--- src/rtl/ext_domain_pwr_seq.sv ---
// ============================================================================
// Module      : ext_domain_pwr_seq
// Description : Power-gating sequencer for one external power domain. It drives
//               the switch, isolation, reset and clock-gate controls in a fixed
//               safe order and waits for the switch cell's acknowledge. It also
//               flags acknowledge timeouts.
//               Optional retention path: define PWR_SEQ_RETENTION_EN.
// Revision    : 1.0 - initial release
// ============================================================================
`default_nettype none

module ext_domain_pwr_seq #(
  parameter int unsigned STEP_CYCLES = 2,
  parameter int unsigned ACK_TIMEOUT = 64,
  parameter int unsigned CNT_W       = 8
) (
  input  logic clk_i,
  input  logic rst_i,
  input  logic pwr_en_i,
  input  logic err_clr_i,
  input  logic switch_ack_ni,
`ifdef PWR_SEQ_RETENTION_EN
  input  logic ret_en_i,
  output logic ram_banks_set_retentive_no,
`endif
  output logic switch_no,
  output logic iso_no,
  output logic rst_no,
  output logic clkgate_en_no,
  output logic busy_o,
  output logic pwr_on_o,
  output logic pwr_off_o,
  output logic timeout_err_o
);

  localparam logic [CNT_W-1:0] STEP_LAST = CNT_W'(STEP_CYCLES - 1);
  localparam logic [CNT_W-1:0] ACK_LAST  = CNT_W'(ACK_TIMEOUT - 1);
  localparam logic [CNT_W-1:0] ACK_SAT   = CNT_W'(ACK_TIMEOUT);

  typedef enum logic [3:0] {
    ST_ON          = 4'd0,
    ST_OFF_CG      = 4'd1,
    ST_OFF_ISO     = 4'd2,
    ST_OFF_RST     = 4'd3,
    ST_OFF_SW_WAIT = 4'd4,
    ST_OFF         = 4'd5,
    ST_ON_SW_WAIT  = 4'd6,
    ST_ON_RST      = 4'd7,
`ifdef PWR_SEQ_RETENTION_EN
    ST_RET         = 4'd9,
`endif
    ST_ON_ISO      = 4'd8
  } state_t;

  state_t           state;
  state_t           state_nxt;
  logic [CNT_W-1:0] cnt;
  logic             ack_meta;
  logic             ack_s;
  logic             step_done;
  logic             in_wait;
  logic             in_step;
  logic             timeout_set;

  logic             switch_nxt;
  logic             iso_nxt;
  logic             rst_nxt;
  logic             cg_nxt;
  logic             busy_nxt;
  logic             pwr_on_nxt;
  logic             pwr_off_nxt;

`ifdef PWR_SEQ_RETENTION_EN
  logic             ret_mode;
  logic             ret_mode_nxt;
  logic             ret_no_nxt;
`endif

  // Two-flop synchroniser for the asynchronous switch acknowledge
  always_ff @(posedge clk_i) begin
    if (rst_i) begin
      ack_meta <= 1'b0;
      ack_s    <= 1'b0;
    end else begin
      ack_meta <= switch_ack_ni;
      ack_s    <= ack_meta;
    end
  end

  // Next-state selection and decode of the outputs for the next state
  always_comb begin
    state_nxt   = state;
    step_done   = (cnt == STEP_LAST);
    in_wait     = (state == ST_OFF_SW_WAIT) || (state == ST_ON_SW_WAIT);
    in_step     = (state == ST_OFF_CG) || (state == ST_OFF_ISO) ||
                  (state == ST_OFF_RST) || (state == ST_ON_RST) ||
                  (state == ST_ON_ISO);
`ifdef PWR_SEQ_RETENTION_EN
    ret_mode_nxt = ret_mode;
`endif

    case (state)
      ST_ON: begin
        if (!pwr_en_i) begin
          state_nxt = ST_OFF_CG;
`ifdef PWR_SEQ_RETENTION_EN
          ret_mode_nxt = ret_en_i;
`endif
        end
      end
      ST_OFF_CG:      if (step_done) state_nxt = ST_OFF_ISO;
      ST_OFF_ISO: begin
        if (step_done) begin
`ifdef PWR_SEQ_RETENTION_EN
          state_nxt = ret_mode ? ST_RET : ST_OFF_RST;
`else
          state_nxt = ST_OFF_RST;
`endif
        end
      end
      ST_OFF_RST:     if (step_done) state_nxt = ST_OFF_SW_WAIT;
      ST_OFF_SW_WAIT: if (ack_s) state_nxt = ST_OFF;
      ST_OFF:         if (pwr_en_i) state_nxt = ST_ON_SW_WAIT;
      ST_ON_SW_WAIT:  if (!ack_s) state_nxt = ST_ON_RST;
      ST_ON_RST:      if (step_done) state_nxt = ST_ON_ISO;
      ST_ON_ISO:      if (step_done) state_nxt = ST_ON;
`ifdef PWR_SEQ_RETENTION_EN
      ST_RET:         if (pwr_en_i) state_nxt = ST_ON_ISO;
`endif
      default:        state_nxt = ST_ON;
    endcase

    // Timeout fires once, on the last count of a wait that is not ending
    timeout_set = ((state == ST_OFF_SW_WAIT) && !ack_s ||
                   (state == ST_ON_SW_WAIT)  &&  ack_s) &&
                  (cnt == ACK_LAST);

    switch_nxt  = 1'b0;
    iso_nxt     = 1'b1;
    rst_nxt     = 1'b1;
    cg_nxt      = 1'b1;
    case (state_nxt)
      ST_ON:          begin switch_nxt = 1'b0; iso_nxt = 1'b1; rst_nxt = 1'b1; cg_nxt = 1'b1; end
      ST_OFF_CG:      begin switch_nxt = 1'b0; iso_nxt = 1'b1; rst_nxt = 1'b1; cg_nxt = 1'b0; end
      ST_OFF_ISO:     begin switch_nxt = 1'b0; iso_nxt = 1'b0; rst_nxt = 1'b1; cg_nxt = 1'b0; end
      ST_OFF_RST:     begin switch_nxt = 1'b0; iso_nxt = 1'b0; rst_nxt = 1'b0; cg_nxt = 1'b0; end
      ST_OFF_SW_WAIT: begin switch_nxt = 1'b1; iso_nxt = 1'b0; rst_nxt = 1'b0; cg_nxt = 1'b0; end
      ST_OFF:         begin switch_nxt = 1'b1; iso_nxt = 1'b0; rst_nxt = 1'b0; cg_nxt = 1'b0; end
      ST_ON_SW_WAIT:  begin switch_nxt = 1'b0; iso_nxt = 1'b0; rst_nxt = 1'b0; cg_nxt = 1'b0; end
      ST_ON_RST:      begin switch_nxt = 1'b0; iso_nxt = 1'b0; rst_nxt = 1'b1; cg_nxt = 1'b0; end
      ST_ON_ISO:      begin switch_nxt = 1'b0; iso_nxt = 1'b1; rst_nxt = 1'b1; cg_nxt = 1'b0; end
`ifdef PWR_SEQ_RETENTION_EN
      // Domain stays powered and out of reset; RAM banks hold their contents
      ST_RET:         begin switch_nxt = 1'b0; iso_nxt = 1'b0; rst_nxt = 1'b1; cg_nxt = 1'b0; end
`endif
      default:        begin switch_nxt = 1'b0; iso_nxt = 1'b1; rst_nxt = 1'b1; cg_nxt = 1'b1; end
    endcase

`ifdef PWR_SEQ_RETENTION_EN
    ret_no_nxt  = (state_nxt != ST_RET);
    pwr_off_nxt = (state_nxt == ST_OFF) || (state_nxt == ST_RET);
    busy_nxt    = (state_nxt != ST_ON) && (state_nxt != ST_OFF) && (state_nxt != ST_RET);
`else
    pwr_off_nxt = (state_nxt == ST_OFF);
    busy_nxt    = (state_nxt != ST_ON) && (state_nxt != ST_OFF);
`endif
    pwr_on_nxt  = (state_nxt == ST_ON);
  end

  // State register with outputs registered alongside it
  always_ff @(posedge clk_i) begin
    if (rst_i) begin
      state         <= ST_ON;
      switch_no     <= 1'b0;
      iso_no        <= 1'b1;
      rst_no        <= 1'b1;
      clkgate_en_no <= 1'b1;
      busy_o        <= 1'b0;
      pwr_on_o      <= 1'b1;
      pwr_off_o     <= 1'b0;
    end else begin
      state         <= state_nxt;
      switch_no     <= switch_nxt;
      iso_no        <= iso_nxt;
      rst_no        <= rst_nxt;
      clkgate_en_no <= cg_nxt;
      busy_o        <= busy_nxt;
      pwr_on_o      <= pwr_on_nxt;
      pwr_off_o     <= pwr_off_nxt;
    end
  end

`ifdef PWR_SEQ_RETENTION_EN
  // Remembers which power-down flavour was chosen when ON was left
  always_ff @(posedge clk_i) begin
    if (rst_i) begin
      ret_mode                   <= 1'b0;
      ram_banks_set_retentive_no <= 1'b1;
    end else begin
      ret_mode                   <= ret_mode_nxt;
      ram_banks_set_retentive_no <= ret_no_nxt;
    end
  end
`endif

  // Step / wait counter: restarts on every state change, saturates while waiting
  always_ff @(posedge clk_i) begin
    if (rst_i || (state_nxt != state)) begin
      cnt <= '0;
    end else if (in_wait) begin
      if (cnt != ACK_SAT) cnt <= cnt + CNT_W'(1);
    end else if (in_step) begin
      cnt <= cnt + CNT_W'(1);
    end else begin
      cnt <= '0;
    end
  end

  // Sticky timeout flag; a new timeout outranks a simultaneous clear
  always_ff @(posedge clk_i) begin
    if (rst_i) begin
      timeout_err_o <= 1'b0;
    end else if (timeout_set) begin
      timeout_err_o <= 1'b1;
    end else if (err_clr_i) begin
      timeout_err_o <= 1'b0;
    end
  end

endmodule

`default_nettype wire
--- config.mk ---
export PLATFORM = sky130hd
export DESIGN_NAME = ext_domain_pwr_seq
export DESIGN_NICKNAME = d
export VERILOG_FILES = /design/src/rtl/ext_domain_pwr_seq.sv
export SDC_FILE = /design/constraint.sdc
export NUM_CORES = 1
export LEC_CHECK = 0
export CORE_MARGIN = 2
export CORE_UTILIZATION = 49
export DETAILED_ROUTE_END_ITERATION = 7
export PLACE_DENSITY = 0.73
export SLEW_MARGIN = 20
export SYNTH_ARGS = -nofsm -noshare
export SYNTH_HDL_FRONTEND = slang
export SYNTH_SLANG_ARGS = --single-unit
--- constraint.sdc ---
create_clock -name clk_i -period 1.9 [get_ports clk_i]
set_clock_uncertainty 0.2 [all_clocks]
set_input_delay 0.38 -clock clk_i [delete_from_list [all_inputs] [get_ports clk_i]]
set_output_delay 0.38 -clock clk_i [all_outputs]
set_load 0.05 [all_outputs]
# --- Yosys cells after proc, flatten, opt, wreduce, memory -nomap -nowiden ---
# Memories as Yosys holds them, arrays and structs flattened. A register that Yosys moved wholly into a read port is not among the register bits.
# Cells that the tools add are included.
totals:
  reg_bits: 18
  mem_bits_ro: 64
  output_inout_bits: 8
  mem_count: 1
op_classes:
  add_sub_neg: 1
  eq_ne: 15
  mux: 15
  n_reduce_logical: 16
memory_table:
  columns: ["memory", "words", "word_bits", "rd", "rd_clocked_by_memory_dff", "write_ports", "line_no", "rtl"]
  rows:
  - ["(name not given)", 16, 4, 1, 1, 0, "142", "case (state_nxt)"]
op_table:
  columns: ["op", "count"]
  rows:
  - ["two-way mux 4 bit", 9]
  - ["case mux 4 bit (9 select lines)", 1]
  - ["two-way mux 8 bit", 3]
  - ["equality test 4 x 3 -> 1 bit (second input constant)", 5]
  - ["adder 8 x 1 -> 8 bit (second input constant)", 1]
  - ["equality test 4 x 2 -> 1 bit (second input constant)", 2]
  - ["equality test 8 x 1 -> 1 bit (second input constant)", 1]
  - ["equality test 8 x 6 -> 1 bit (second input constant)", 1]
  - ["zero test 4 bit", 2]
  - ["inequality test 8 x 7 -> 1 bit (second input constant)", 1]
  - ["logical OR 1 bit", 7]
  - ["equality test 4 x 1 -> 1 bit (second input constant)", 1]
  - ["equality test 4 bit (second input constant)", 1]
  - ["logical AND 1 bit", 4]
  - ["inequality test 4 x 3 -> 1 bit (second input constant)", 1]
  - ["inequality test 4 bit", 1]
  - ["nonzero test 4 bit", 1]
  - ["two-way mux 1 bit", 2]
  - ["inequality test 2 x 1 -> 1 bit (second input constant)", 1]
  - ["nonzero test 2 bit", 1]
  - ["zero test 1 bit", 1]

# --- Depth between registers and ports, before layout ---
# Gate-level depths: netlist (run 1).
logic_depth:
  depth_word: 7
  mapped_depth: 8
  ltp_nobuf: 7

# --- Least setup slack after synthesis (run 1) ---
# No wires, ideal clock.
synth_path:
  path_kind: "register -> register"
  startpoint: "register cnt[1]"
  endpoint: "register cnt[2]"
  setup_time_ps: 136
  arrival_time_ps: 1613
  t_required_ps: 1564
  path_slack_ps: -48
  stages_incl_launch_ff: 9
  n_path_buf: 1
  synth_period_minus_slack_ps: 1948
  cell_sequence: "dfxtp_1 inv_1 ha_1 and3_1 buf_6 a31oi_2 and2_4 mux2i_4 nor3_1"
synth_between:
  elab_chain_cells: 5
  word_cells_on_any_way: 15
  classes_between: "add/sub: 1; eq/ne: 4; mux: 9; reduce/logical: 1"
synth_rtl:
  columns: ["element", "line_no", "rtl"]
  rows:
  - ["from (decl)", "57", "logic [CNT_W-1:0] cnt;"]
  - ["from (signal assigned)", "211", "if (cnt != ACK_SAT) cnt <= cnt + CNT_W'(1);"]
  - ["from (signal assigned)", "213", "cnt <= cnt + CNT_W'(1);"]
  - ["equality test 8 x 1 -> 1 bit", "93", "step_done = (cnt == STEP_LAST);"]
  - ["two-way mux 4 bit, on equally long branches", null, null]
  - ["case mux 4 bit (9 select lines)", "102", "case (state)"]
  - ["inequality test 4 bit", "208", "if (rst_i || (state_nxt != state)) begin"]
  - ["logical OR 1 bit", "208", null]
# Several ways; a longest one is shown, not always the timed one. The select of a mux whose other input is x is not followed.
# A chain may end at the register's enable or synchronous reset.

# --- Worst setup path after layout (run 1) ---
layout_path:
  startpoint: "register cnt[5]"
  endpoint: "register cnt[4]"
# The elaborated chain is that of the path after synthesis.

==> PnR_summary.wiki, run 1 <==
{| class="wikitable"
! Metric !! Value
|-
| Status || complete, but fails checks
|-
| Failing checks || setup timing
|-
| Kind of launch point of the worst setup path || register
|-
| Ordered cell list for the critical path || nor4_4 -> buf_4 -> a311oi_4 -> a31oi_4 -> and2_4 -> mux2i_4 -> buf_12 -> nor3_2
|-
| Synthesized-area fraction occupied by xor and xnor cells || 0.0428
|-
| Antenna violations before repair || 0
|-
| Number of DRC violations after detailed routing || 0
|-
| Final Max Slew Viols || 0
|-
| Clock tree root buffer cell || clkbuf_4
|-
| Main combinational cell family by area after synthesis || simple AND/OR/NAND/NOR gates
|-
| Max_slew headroom || 0.736
|-
| Number of cells traversed by the worst register-to-register path || 8
|-
| Die boundary height || 54.1 um
|-
| Post-placement cell count || 212
|-
| Area of the core || 2430 um2
|-
| Part of the cycle the worst path needs || 1.10
|-
| Post-DP HPWL || 2310 um
|-
| Filler-free cell count of the finished design || 221
|-
| Net Count, Synth || 149
|-
| Inserted Diodes || 0
|-
| EDFF count, synth || 0
|-
| Last weighted congestion value of the routability-driven placer || 0.959
|-
| Util after Layout || 0.756
|-
| Worst min-delay path category || reg2reg
|-
| Maximum clock rate || 478 MHz
|-
| Setup repair after global routing missed its margin || yes
|-
| Maximum number of pins on one net before global-route repair || 14
|-
| First-pass GRT wire length || 4860 um
|-
| Post-synthesis async set-or-reset flop share || 0
|-
| Synth Area in Simple Gates || 0.325
|-
| X dimension of the die || 54.1 um
|-
| Port bufs || 12
|-
| Syn Area/Cell || 8.71 um2
|-
| Primary FF master, synth || dfxtp_1
|-
| Clock input transition at the sequential cells of the worst setup and hold paths || 120 ps
|-
| WL per Instance || 15.7 um
|-
| Setup violation total in the final timing report || 13
|-
| Sum of routed wire length over all layers || 3480 um
|-
| Mux contribution to synthesized area || 0.0183
|-
| Classification of the worst setup path || reg2reg
|-
| Antenna Nets Post-Route || 0
|-
| Crit path max fanout || 8
|-
| Worst supply voltage drop on vdd || 0.515 mV
|-
| Via count || 1275
|-
| Flops & latches, synth || 22
|-
| Gate count of the mapped netlist || 141
|-
| Adder and majority cell fraction of the synthesized area || 0.0305
|-
| Worst hold-check slack || 263 ps
|-
| Time the worst path needs with I/O delays and setup || 2090 ps
|-
| CTS HTree Levels || 1
|-
| Io pins || 13
|-
| Number of buffers inserted during clock tree synthesis || 3
|-
| 1st-pass router iterations || 4
|-
| Crit. End Element || register
|-
| Sum of overflow across all layers after global routing || 0
|-
| Post-synthesis instance area || 1230 um2
|-
| Std-Cell Rows || 18
|-
| Total number of clock tree sinks || 22
|-
| CTS tree || yes
|-
| Worst hold path depth || 1
|-
| Share of post-route cells with drive strength above 1 || 0.466
|-
| Skew-Pair Late Insertion Delay || 310 ps
|-
| Leakage Power || 0.702 nW
|-
| Synthesized-area fraction occupied by ao, oa, aoi and oai cells || 0.173
|-
| First DRT Iteration DRCs || 33
|-
| Count of distinct cell types in the synthesized netlist || 46
|-
| WP data required || 1920 ps
|-
| CP max-delay cell || dfxtp_2
|-
| Initial Utilization || 0.505
|-
| Fraction of the yosys area taken by sequential cells || 0.358
|-
| Routed vias/inst || 5.77
|-
| DIE AREA || 2920 um2
|-
| Worst path setup slack after routing || -191 ps
|-
| Ratio of total power to cell area || 617 nW/um2
|-
| Number of global-route vias before repair || 1147
|-
| Total track usage || 0.230
|-
| Count of yosys warnings during synthesis || 0
|-
| Max cap viols || 0
|-
| Post-layout total power || 1.13 mW
|-
| Layout overhead on the synthesized area || 49.7%
|-
| Post-Place Setup Slack || -311 ps
|-
| Buffer depth of the longest clock path || 2
|-
| Data arrival time of the worst path || 2110 ps
|-
| Number of hold-repair buffers added at the cts stage || 0
|-
| Slowest stage delay, CP || 360 ps
|-
| Number of nets in the layout || 200
|-
| Transition time of the tightest slew-check pin || 395 ps
|-
| Final-report hold violation count || 0
|}
-- cell families (layout without fill, tap and decap cells) --
group / Yosys count / count (layout)
flip-flops: 22 / 22
XOR/XNOR: 6 / 6
adder cells (fa/ha/maj): 3 / 3
multiplexers: 1 / 1
AND/OR/NAND/NOR: 69 / 69
AO/OA/AOI/OAI: 26 / 26
buffers and inverters: 14 / 64
-- flip-flops by register name, indices dropped and copies added, names as in the netlist --
signal and count:
clkgate_en_no 1, state 4, timeout_err_o 1, ack_s 1, pwr_off_o 1, ack_meta 1, pwr_on_o 1, switch_no 1
cnt 8, busy_o 1, iso_no 1, rst_no 1
-- layout by cell type, fill, tap and decap left out, types with 2 or more instances in the layout --
| cell type | count |
|---|---|
| clkdlybuf4s50_1 | 4 |
| and3_4 | 2 |
| dfxtp_2 | 4 |
| xnor2_1 | 2 |
| nor2_2 | 3 |
| clkbuf_4 | 3 |
| nand3_1 | 6 |
| nor2b_1 | 2 |
| o21ai_0 | 4 |
| nand3b_1 | 2 |
| a2111oi_4 | 2 |
| dfxtp_1 | 18 |
| nor2_1 | 11 |
| xor2_1 | 4 |
| inv_1 | 6 |
| nand2_1 | 4 |
| nor3_1 | 13 |
| nand3_2 | 2 |
| buf_4 | 49 |
| nand4_1 | 2 |
| a21oi_2 | 2 |
| nand2b_1 | 3 |
| a31o_2 | 2 |
| nor3_2 | 4 |
| a21oi_1 | 6 |
-- per-layer routing --
| layer | global-route usage | share of wire | vias up |
|---|---|---|---|
| met3 | 0.0472 | 0.042 | 9 |
| li1 | - | - | 614 |
| met2 | 0.419 | 0.53 | 36 |
| met4 | 0.0792 | 0.018 | 0 |
| met5 | 0 | 0 | - |
| met1 | 0.265 | 0.41 | 616 |
-- synthesized netlist by cell type (2+ instances only) --
cell type	instances	area [um2]
nor2b_1	3	18.8
nand3_1	8	40.0
nand2b_1	3	18.8
nor2_1	13	48.8
nor3_1	18	90.1
nor4_1	2	12.5
xnor2_1	2	17.5
inv_1	6	22.5
a31o_2	2	17.5
clkbuf_1	3	11.3
and3_1	2	12.5
o21ai_0	4	20.0
and4_1	2	17.5
buf_2	3	15.0
nand2_1	4	15.0
a21oi_1	8	40.0
ha_1	3	37.5
nand4_1	2	12.5
dfxtp_1	22	440
nand3b_1	2	15.0
xor2_1	4	35.0
-- power breakdown --
group          internal (mW)  switching (mW)
Combinational          0.132           0.152
Sequential             0.477          0.0103
Clock                  0.213           0.150
-- worst paths after layout --
path / start / endpoint / slack [ps]
worst max-delay path: cnt[5] / cnt[4] / -190
worst min-delay path: ack_meta / ack_s / 260
worst max register to register: cnt[5] / cnt[4] / -190
worst min register to register: ack_meta / ack_s / 260
-- stage by stage --
stage	setup TNS, ps	instance area [um2]
global route	-2540	1840
floorplan	-21.3	1240
finish	-1900	1840
CTS	-1260	1710
detailed placement	-3050	1610
global placement	-2500	1610
-- area by class of cell --
| cell class | count | area [um2] |
|---|---|---|
| tap | 30 | 37.5 |
| clock inverter | 1 | 30.0 |
| sequential | 22 | 445 |
| multi-input combinational | 105 | 853 |
| fill | 163 | 593 |
| inverter | 6 | 22.5 |
| clock buffer | 3 | 22.5 |
| timing repair buffer | 54 | 428 |
-- worst max-delay path: cells and delay by family, from the launching register on --
| family | cells | cell delay, ps |
|---|---|---|
| AO/OA/AOI/OAI | 2 | 290 |
| buffers and inverters | 2 | 350 |
| flip-flops | 1 | 360 |
| multiplexers | 1 | 260 |
| AND/OR/NAND/NOR | 3 | 540 |
-- repair_timing --
action / in CTS / in global routing
endpoints found under the setup margin: 13 / 15
pin swaps: 8 / 5
buffers inserted: 1 / 4
gates resized for setup: 9 / 19
cloned: 0 / 0
Note: power is estimated with default switching activity, not from simulation.
==> inputs of run 2 (changes only) <==
CAP_MARGIN = 20   (was unset)
clock period = 1.8 ns   (was 1.9 ns; I/O delays follow)
==> PnR_summary.wiki, run 2 (synthesized netlist as in run 1, its figures left out) <==
{| class="wikitable"
! Metric !! Value
|-
| Number of buffers inserted during clock tree synthesis || 3 (unchanged)
|-
| Clock tree root buffer cell || clkbuf_4
|-
| Largest registers ranked by flip-flop count || cnt (8), state (4)
|-
| Io pins || 13 (unchanged)
|-
| Time the worst path needs with I/O delays and setup || 2140 ps (+49.1 ps)
|-
| Port bufs || 12 (unchanged)
|-
| Crit. End Element || register
|-
| Number of nets in the layout || 204 (+2.0%)
|-
| Transition time of the tightest slew-check pin || 385 ps (-10.1 ps)
|-
| Part of the cycle the worst path needs || 1.19 (+0.0884)
|-
| WP data required || 1840 ps (-80 ps)
|-
| Routed vias/inst || 5.79 (+0.30%)
|-
| Std-Cell Rows || 18 (unchanged)
|-
| Number of cells traversed by the worst register-to-register path || 7 (-1)
|-
| CTS HTree Levels || 1 (unchanged)
|-
| Post-layout total power || 1.22 mW (+8.0%)
|-
| Worst supply voltage drop on vdd || 0.630 mV (+22%)
|-
| Inserted Diodes || 0 (unchanged)
|-
| Last weighted congestion value of the routability-driven placer || 0.897 (-6.5%)
|-
| Most common cell after layout, fill and taps aside || buf_4
|-
| Number of DRC violations after detailed routing || 0 (unchanged)
|-
| Classification of the worst setup path || reg2reg
|-
| Minimum setup slack among reg-to-reg paths || -340 ps (-150 ps)
|-
| Data arrival time of the worst path || 2180 ps (+70 ps)
|-
| Final Max Slew Viols || 0 (unchanged)
|-
| Worst hold path depth || 1 (unchanged)
|-
| Total track usage || 0.269 (+0.0385)
|-
| Startpoint of the most critical hold path || ack_meta
|-
| Launching point of the worst reg2reg path || state[1]
|-
| Die boundary height || 54.1 um (unchanged)
|-
| Sum of routed wire length over all layers || 3840 um (+10%)
|-
| Clock input transition at the sequential cells of the worst setup and hold paths || 130 ps (about the same)
|-
| Failing checks || setup timing
|-
| Internal power || 880 uW (+7.1%)
|-
| Ratio of total power to cell area || 621 nW/um2 (+0.80%)
|-
| CP max-delay cell || dfxtp_1
|-
| Antenna Nets Post-Route || 0 (unchanged)
|-
| Worst flop-to-flop path endpoint || cnt[6]
|-
| Proportion of power drawn by combinational gates || 0.267 (+0.017)
|-
| 1st-pass router iterations || 4 (unchanged)
|-
| Max cap viols || 0 (unchanged)
|-
| X dimension of the die || 54.1 um (unchanged)
|-
| Worst path setup slack after routing || -340 ps (-149 ps)
|-
| Flip-flop count of the largest register after layout || 8 (unchanged)
|-
| Kind of launch point of the worst setup path || register
|-
| Maximum clock rate || 467 MHz (-2.3%)
|-
| Share of post-route cells with drive strength above 1 || 0.513 (+0.0469)
|-
| Skew-Pair Late Insertion Delay || 320 ps (about the same)
|-
| Worst min-delay path category || reg2reg
|-
| Setup_tns || -2950 ps (-1050 ps)
|-
| Sum of overflow across all layers after global routing || 0 (unchanged)
|-
| Most frequent cells in the layout || 49 x buf_4, 18 x dfxtp_1, 12 x nor3_1
|-
| Initial Utilization || 0.505 (unchanged)
|-
| Area of the core || 2430 um2 (unchanged)
|-
| Max_slew headroom || 0.743 (+0.00644)
|-
| End point of the worst hold path || ack_s
|-
| Via count || 1302 (+2.1%)
|-
| Total number of clock tree sinks || 22 (unchanged)
|-
| Ordered cell list for the critical path || inv_1 -> nor2_1 -> a31oi_4 -> and2_4 -> mux2i_4 -> buf_12 -> nor3_2
|-
| Sequential power share || 0.417 (-0.012)
|-
| Switching share of power || 0.281 (+0.00602)
|-
| Number of global-route vias before repair || 1231 (+7.3%)
|-
| Slowest stage delay, CP || 530 ps (+170 ps)
|-
| Post-DP HPWL || 2370 um (+2.7%)
|-
| First-pass GRT wire length || 5600 um (+15%)
|-
| Antenna violations before repair || 0 (unchanged)
|-
| Number of hold-repair buffers added at the cts stage || 0 (unchanged)
|-
| DIE AREA || 2920 um2 (unchanged)
|-
| Maximum number of pins on one net before global-route repair || 17 (+3)
|-
| Clock share of power || 0.316 (-0.004)
|-
| Buffer depth of the longest clock path || 2 (unchanged)
|-
| Layout overhead on the synthesized area || 60.4%
|-
| Util after Layout || 0.810 (+0.0540)
|-
| First DRT Iteration DRCs || 26 (-21%)
|-
| Setup repair after global routing missed its margin || yes
|-
| Setup violation total in the final timing report || 15 (+2)
|-
| WL per Instance || 17.1 um (+8.4%)
|-
| Switching Power || 345 uW (+10%)
|-
| Final-report hold violation count || 0 (unchanged)
|-
| Status || complete, but fails checks
|-
| Crit path max fanout || 8 (unchanged)
|-
| CTS tree || yes
|-
| Register with the most flip-flops || cnt
|-
| Leakage Power || 0.749 nW (+6.6%)
|}
-- run 2: cell count changes in the layout (fill, tap and decap cells not counted), moves of 2 or more --
cell | before | now
nor3_2 | 4 | 6
nor2_2 | 3 | 1
buf_6 | 0 | 4
nor2_4 | 0 | 2
-- run 2: worst max path at each step --
stage          slack, ps      to  depth (start not counted)  startpoint
4_1_cts             -210  cnt[1]                          8      cnt[3]
6_report            -340  cnt[6]                          7    state[1]
5_1_grt             -380  cnt[6]                          8      cnt[5]
3_5_place_dp        -390  cnt[6]                          7    pwr_en_i
2_1_floorplan        -80  busy_o                          6      cnt[5]
3_3_place_gp        -350  cnt[5]                          7    pwr_en_i
-- run 2: worst max-delay path, delay by kind of cell (launching register included) --
family	cells	cell delay [ps]
simple gates	3	690
flops	1	530
buf+inv	2	320
mux	1	180
compound gates	1	130
-- run 2: what timing repair did --
item                                    4_1_cts  5_1_grt
pin swaps                                     8       12
gates resized for setup                      17       22
endpoints found under the setup margin       15       20
hold endpoints to repair                      0        0
cloned                                        0        0
buffers inserted                              4        4
-- run 2: layout make-up --
cell class,count,area [um2]
Multi-Input combinational cell,105,937
Timing Repair Buffer,58,473
Fill cell,149,462
Sequential cell,22,448
Tap cell,30,37.5
Clock inverter,1,30.0
Clock buffer,3,22.5
Inverter,6,22.5
-- run 2: power by group through the flow --
stage	Sequential, mW	Clock (mW)	Combinational [mW]
global route	0.512	0.402	0.345
finish	0.511	0.387	0.327
CTS	0.510	0.399	0.288
detailed placement	0.521	0	0.257
floorplan	0.554	0	0.122
global placement	0.520	0	0.251
-- run 2: layer usage --
layer	GRT usage	wire (um)	vias up
met3	0.0333	150	10
met2	0.461	1970	47
met5	0	0	-
met1	0.329	1650	626
li1	-	-	619
met4	0.133	63	0
-- run 2: per-stage QoR --
stage | instances | cell area [um2] | hold WS [ps] | worst slack (ps)
6_report | 225 | 1970 | 262 | -340
4_1_cts | 223 | 1830 | 259 | -208
3_5_place_dp | 215 | 1660 | 232 | -387
2_1_floorplan | 141 | 1260 | 214 | -80.7
5_1_grt | 225 | 1970 | 272 | -377
3_3_place_gp | 215 | 1660 | 225 | -354
==> inputs of run 3 (changes only) <==
CORE_MARGIN = 5   (was 2)
PLACE_DENSITY = 0.71   (was 0.73)
clock period = 2.56 ns   (was 1.8 ns; I/O delays follow)
==> PnR_summary.wiki, run 3 (synthesized netlist as in run 1, its figures left out) <==
{| class="wikitable"
! Metric !! Value
|-
| Layout overhead on the synthesized area || 16.8%
|-
| Largest registers ranked by flip-flop count || cnt (8), state (4)
|-
| Worst setup path startpoint || cnt[2]
|-
| Most frequent cells in the layout || 22 x dfxtp_1, 18 x nor3_1, 13 x nor2_1
|-
| Crit path max fanout || 8 (unchanged)
|-
| Skew-Pair Late Insertion Delay || 310 ps (about the same)
|-
| Register with the most flip-flops || cnt
|-
| Crit. End Element || register
|-
| Setup repair after global routing missed its margin || no
|-
| Status || finished clean
|-
| Total track usage || 0.170 (-0.0992)
|-
| Die boundary height || 60.1 um (+11%)
|-
| Ratio of total power to cell area || 538 nW/um2 (-13%)
|-
| Antenna Nets Post-Route || 0 (unchanged)
|-
| Most common cell after layout, fill and taps aside || dfxtp_1
|-
| First DRT Iteration DRCs || 52 (+100%)
|-
| Post-CTS setup-driven buffer insertion count || 0 (-4)
|-
| Worst hold-check slack || 252 ps (-9.63 ps)
|-
| WP data required || 2600 ps (+760 ps)
|-
| Buffer depth of the longest clock path || 2 (unchanged)
|-
| Worst flop-to-flop path endpoint || cnt[5]
|-
| X dimension of the die || 60.1 um (+11%)
|-
| Clock input transition at the sequential cells of the worst setup and hold paths || 130 ps (about the same)
|-
| Transition time of the tightest slew-check pin || 664 ps (+279 ps)
|-
| Flip-flop count of the largest register after layout || 8 (unchanged)
|-
| Leakage Power || 0.493 nW (-34%)
|-
| First-pass GRT wire length || 4660 um (-17%)
|-
| Slowest stage delay, CP || 500 ps (-30 ps)
|-
| Classification of the worst setup path || reg2reg
|-
| Initial Utilization || 0.505 (unchanged)
|-
| Number of nets in the layout || 163 (-20%)
|-
| Filler-free cell count of the finished design || 184 (-18%)
|-
| Number of global-route vias before repair || 1065 (-13%)
|-
| Io pins || 13 (unchanged)
|-
| Data arrival time of the worst path || 2400 ps (+220 ps)
|-
| Std-Cell Rows || 18 (unchanged)
|-
| Routed vias/inst || 5.81 (+0.40%)
|-
| Post-CTS sizing || 0 (-17)
|-
| Sum of routed wire length over all layers || 2690 um (-30%)
|-
| Final Max Slew Viols || 0 (unchanged)
|-
| WL per Instance || 14.6 um (-14%)
|-
| CP max-delay cell || and3_1
|-
| Setup_tns || 0 ps (+2950 ps)
|-
| Kind of launch point of the worst setup path || register
|-
| Last weighted congestion value of the routability-driven placer || 0.853 (-4.9%)
|-
| Post-layout total power || 772 uW (-37%)
|-
| Setup violation total in the final timing report || 0 (-15)
|-
| Clock tree root buffer cell || clkbuf_4
|-
| Ordered cell list for the critical path || nor4_4 -> and3_1 -> a31oi_2 -> and2_4 -> mux2i_4 -> nor3_1
|-
| Time the worst path needs with I/O delays and setup || 2360 ps (+224 ps)
|-
| Worst supply voltage drop on vdd || 0.449 mV (-29%)
|-
| Share of post-route cells with drive strength above 1 || 0.136 (-0.376)
|-
| Final-report hold violation count || 0 (unchanged)
|-
| DIE AREA || 3610 um2 (+23%)
|-
| Area of the core || 2430 um2 (unchanged)
|-
| Launching point of the worst reg2reg path || cnt[2]
|-
| Max_slew headroom || 0.557 (-0.186)
|-
| Max cap viols || 0 (unchanged)
|-
| Total number of clock tree sinks || 22 (unchanged)
|-
| CTS HTree Levels || 1 (unchanged)
|-
| Maximum clock rate || 423 MHz (-9.5%)
|-
| Sum of overflow across all layers after global routing || 0 (unchanged)
|-
| Worst min-delay path category || reg2reg
|-
| Number of buffers inserted during clock tree synthesis || 3 (unchanged)
|-
| Post-placement cell count || 180 (-16%)
|-
| Crit path capture || cnt[5]
|-
| Inserted Diodes || 0 (unchanged)
|-
| Via count || 1069 (-18%)
|-
| Part of the cycle the worst path needs || 0.924 (-0.266)
|-
| CTS tree || yes
|-
| Number of DRC violations after detailed routing || 0 (unchanged)
|-
| Antenna violations before repair || 0 (unchanged)
|-
| Maximum number of pins on one net before global-route repair || 17 (unchanged)
|-
| Post-DP HPWL || 1990 um (-16%)
|-
| Number of hold-repair buffers added at the cts stage || 0 (unchanged)
|-
| Util after Layout || 0.590 (-0.220)
|-
| Port bufs || 12 (unchanged)
|-
| 1st-pass router iterations || 4 (unchanged)
|-
| Minimum setup slack among reg-to-reg paths || 200 ps (+540 ps)
|-
| Number of cells traversed by the worst register-to-register path || 6 (-1)
|}
-- run 3: cell types whose count changed in the layout (fill, tap and decap cells not counted), sizes merged --
cell	previous run	this run
buf	54	5
clkdlybuf4s50	4	12
-- run 3: how the worst min path moves through the flow --
stage	from	endpoint	slack (ps)	cells past startpoint
2_1_floorplan	ack_meta	ack_s	210	1
3_3_place_gp	ack_meta	ack_s	220	1
3_5_place_dp	ack_meta	ack_s	230	1
4_1_cts	ack_meta	ack_s	260	1
5_1_grt	ack_meta	ack_s	280	1
6_report	ack_meta	ack_s	250	1
-- run 3: cell type report --
type,count,area [um2]
inverter,6,22.5
multi-input combinational,105,724
tap,30,37.5
sequential,22,440
clock buffer,3,22.5
timing repair buffer,17,158
clock inverter,1,30.0
fill,222,997
-- run 3: through the flow --
stage | cell area (um2) | worst slack (ps)
after global routing | 1440 | 78.0
final | 1440 | 196
after global placement | 1380 | 127
after CTS | 1440 | 202
after floorplan | 1230 | 612
after detailed placement | 1380 | 45.8
-- run 3: worst max-delay path, delay by kind of cell (launching register included) --
kind	cells	cell delay [ps]
simple gates	4	1290
flops	1	400
mux	1	220
compound gates	1	170
-- run 3: power breakdown --
part	total (mW)	switching [mW]	internal, mW	leakage (nW)
combinational	0.136	0.0790	0.0570	0.286
sequential	0.368	0.0146	0.354	0.179
clock	0.268	0.109	0.158	0.0279
total	0.772	0.203	0.569	0.493
-- run 3: metal layers --
metal	wire length [um]	up-vias	GRT usage
met3	71	6	0.0302
li1	-	542	-
met4	47	0	0.0949
met1	1180	504	0.213
met5	0	-	0
met2	1390	17	0.272
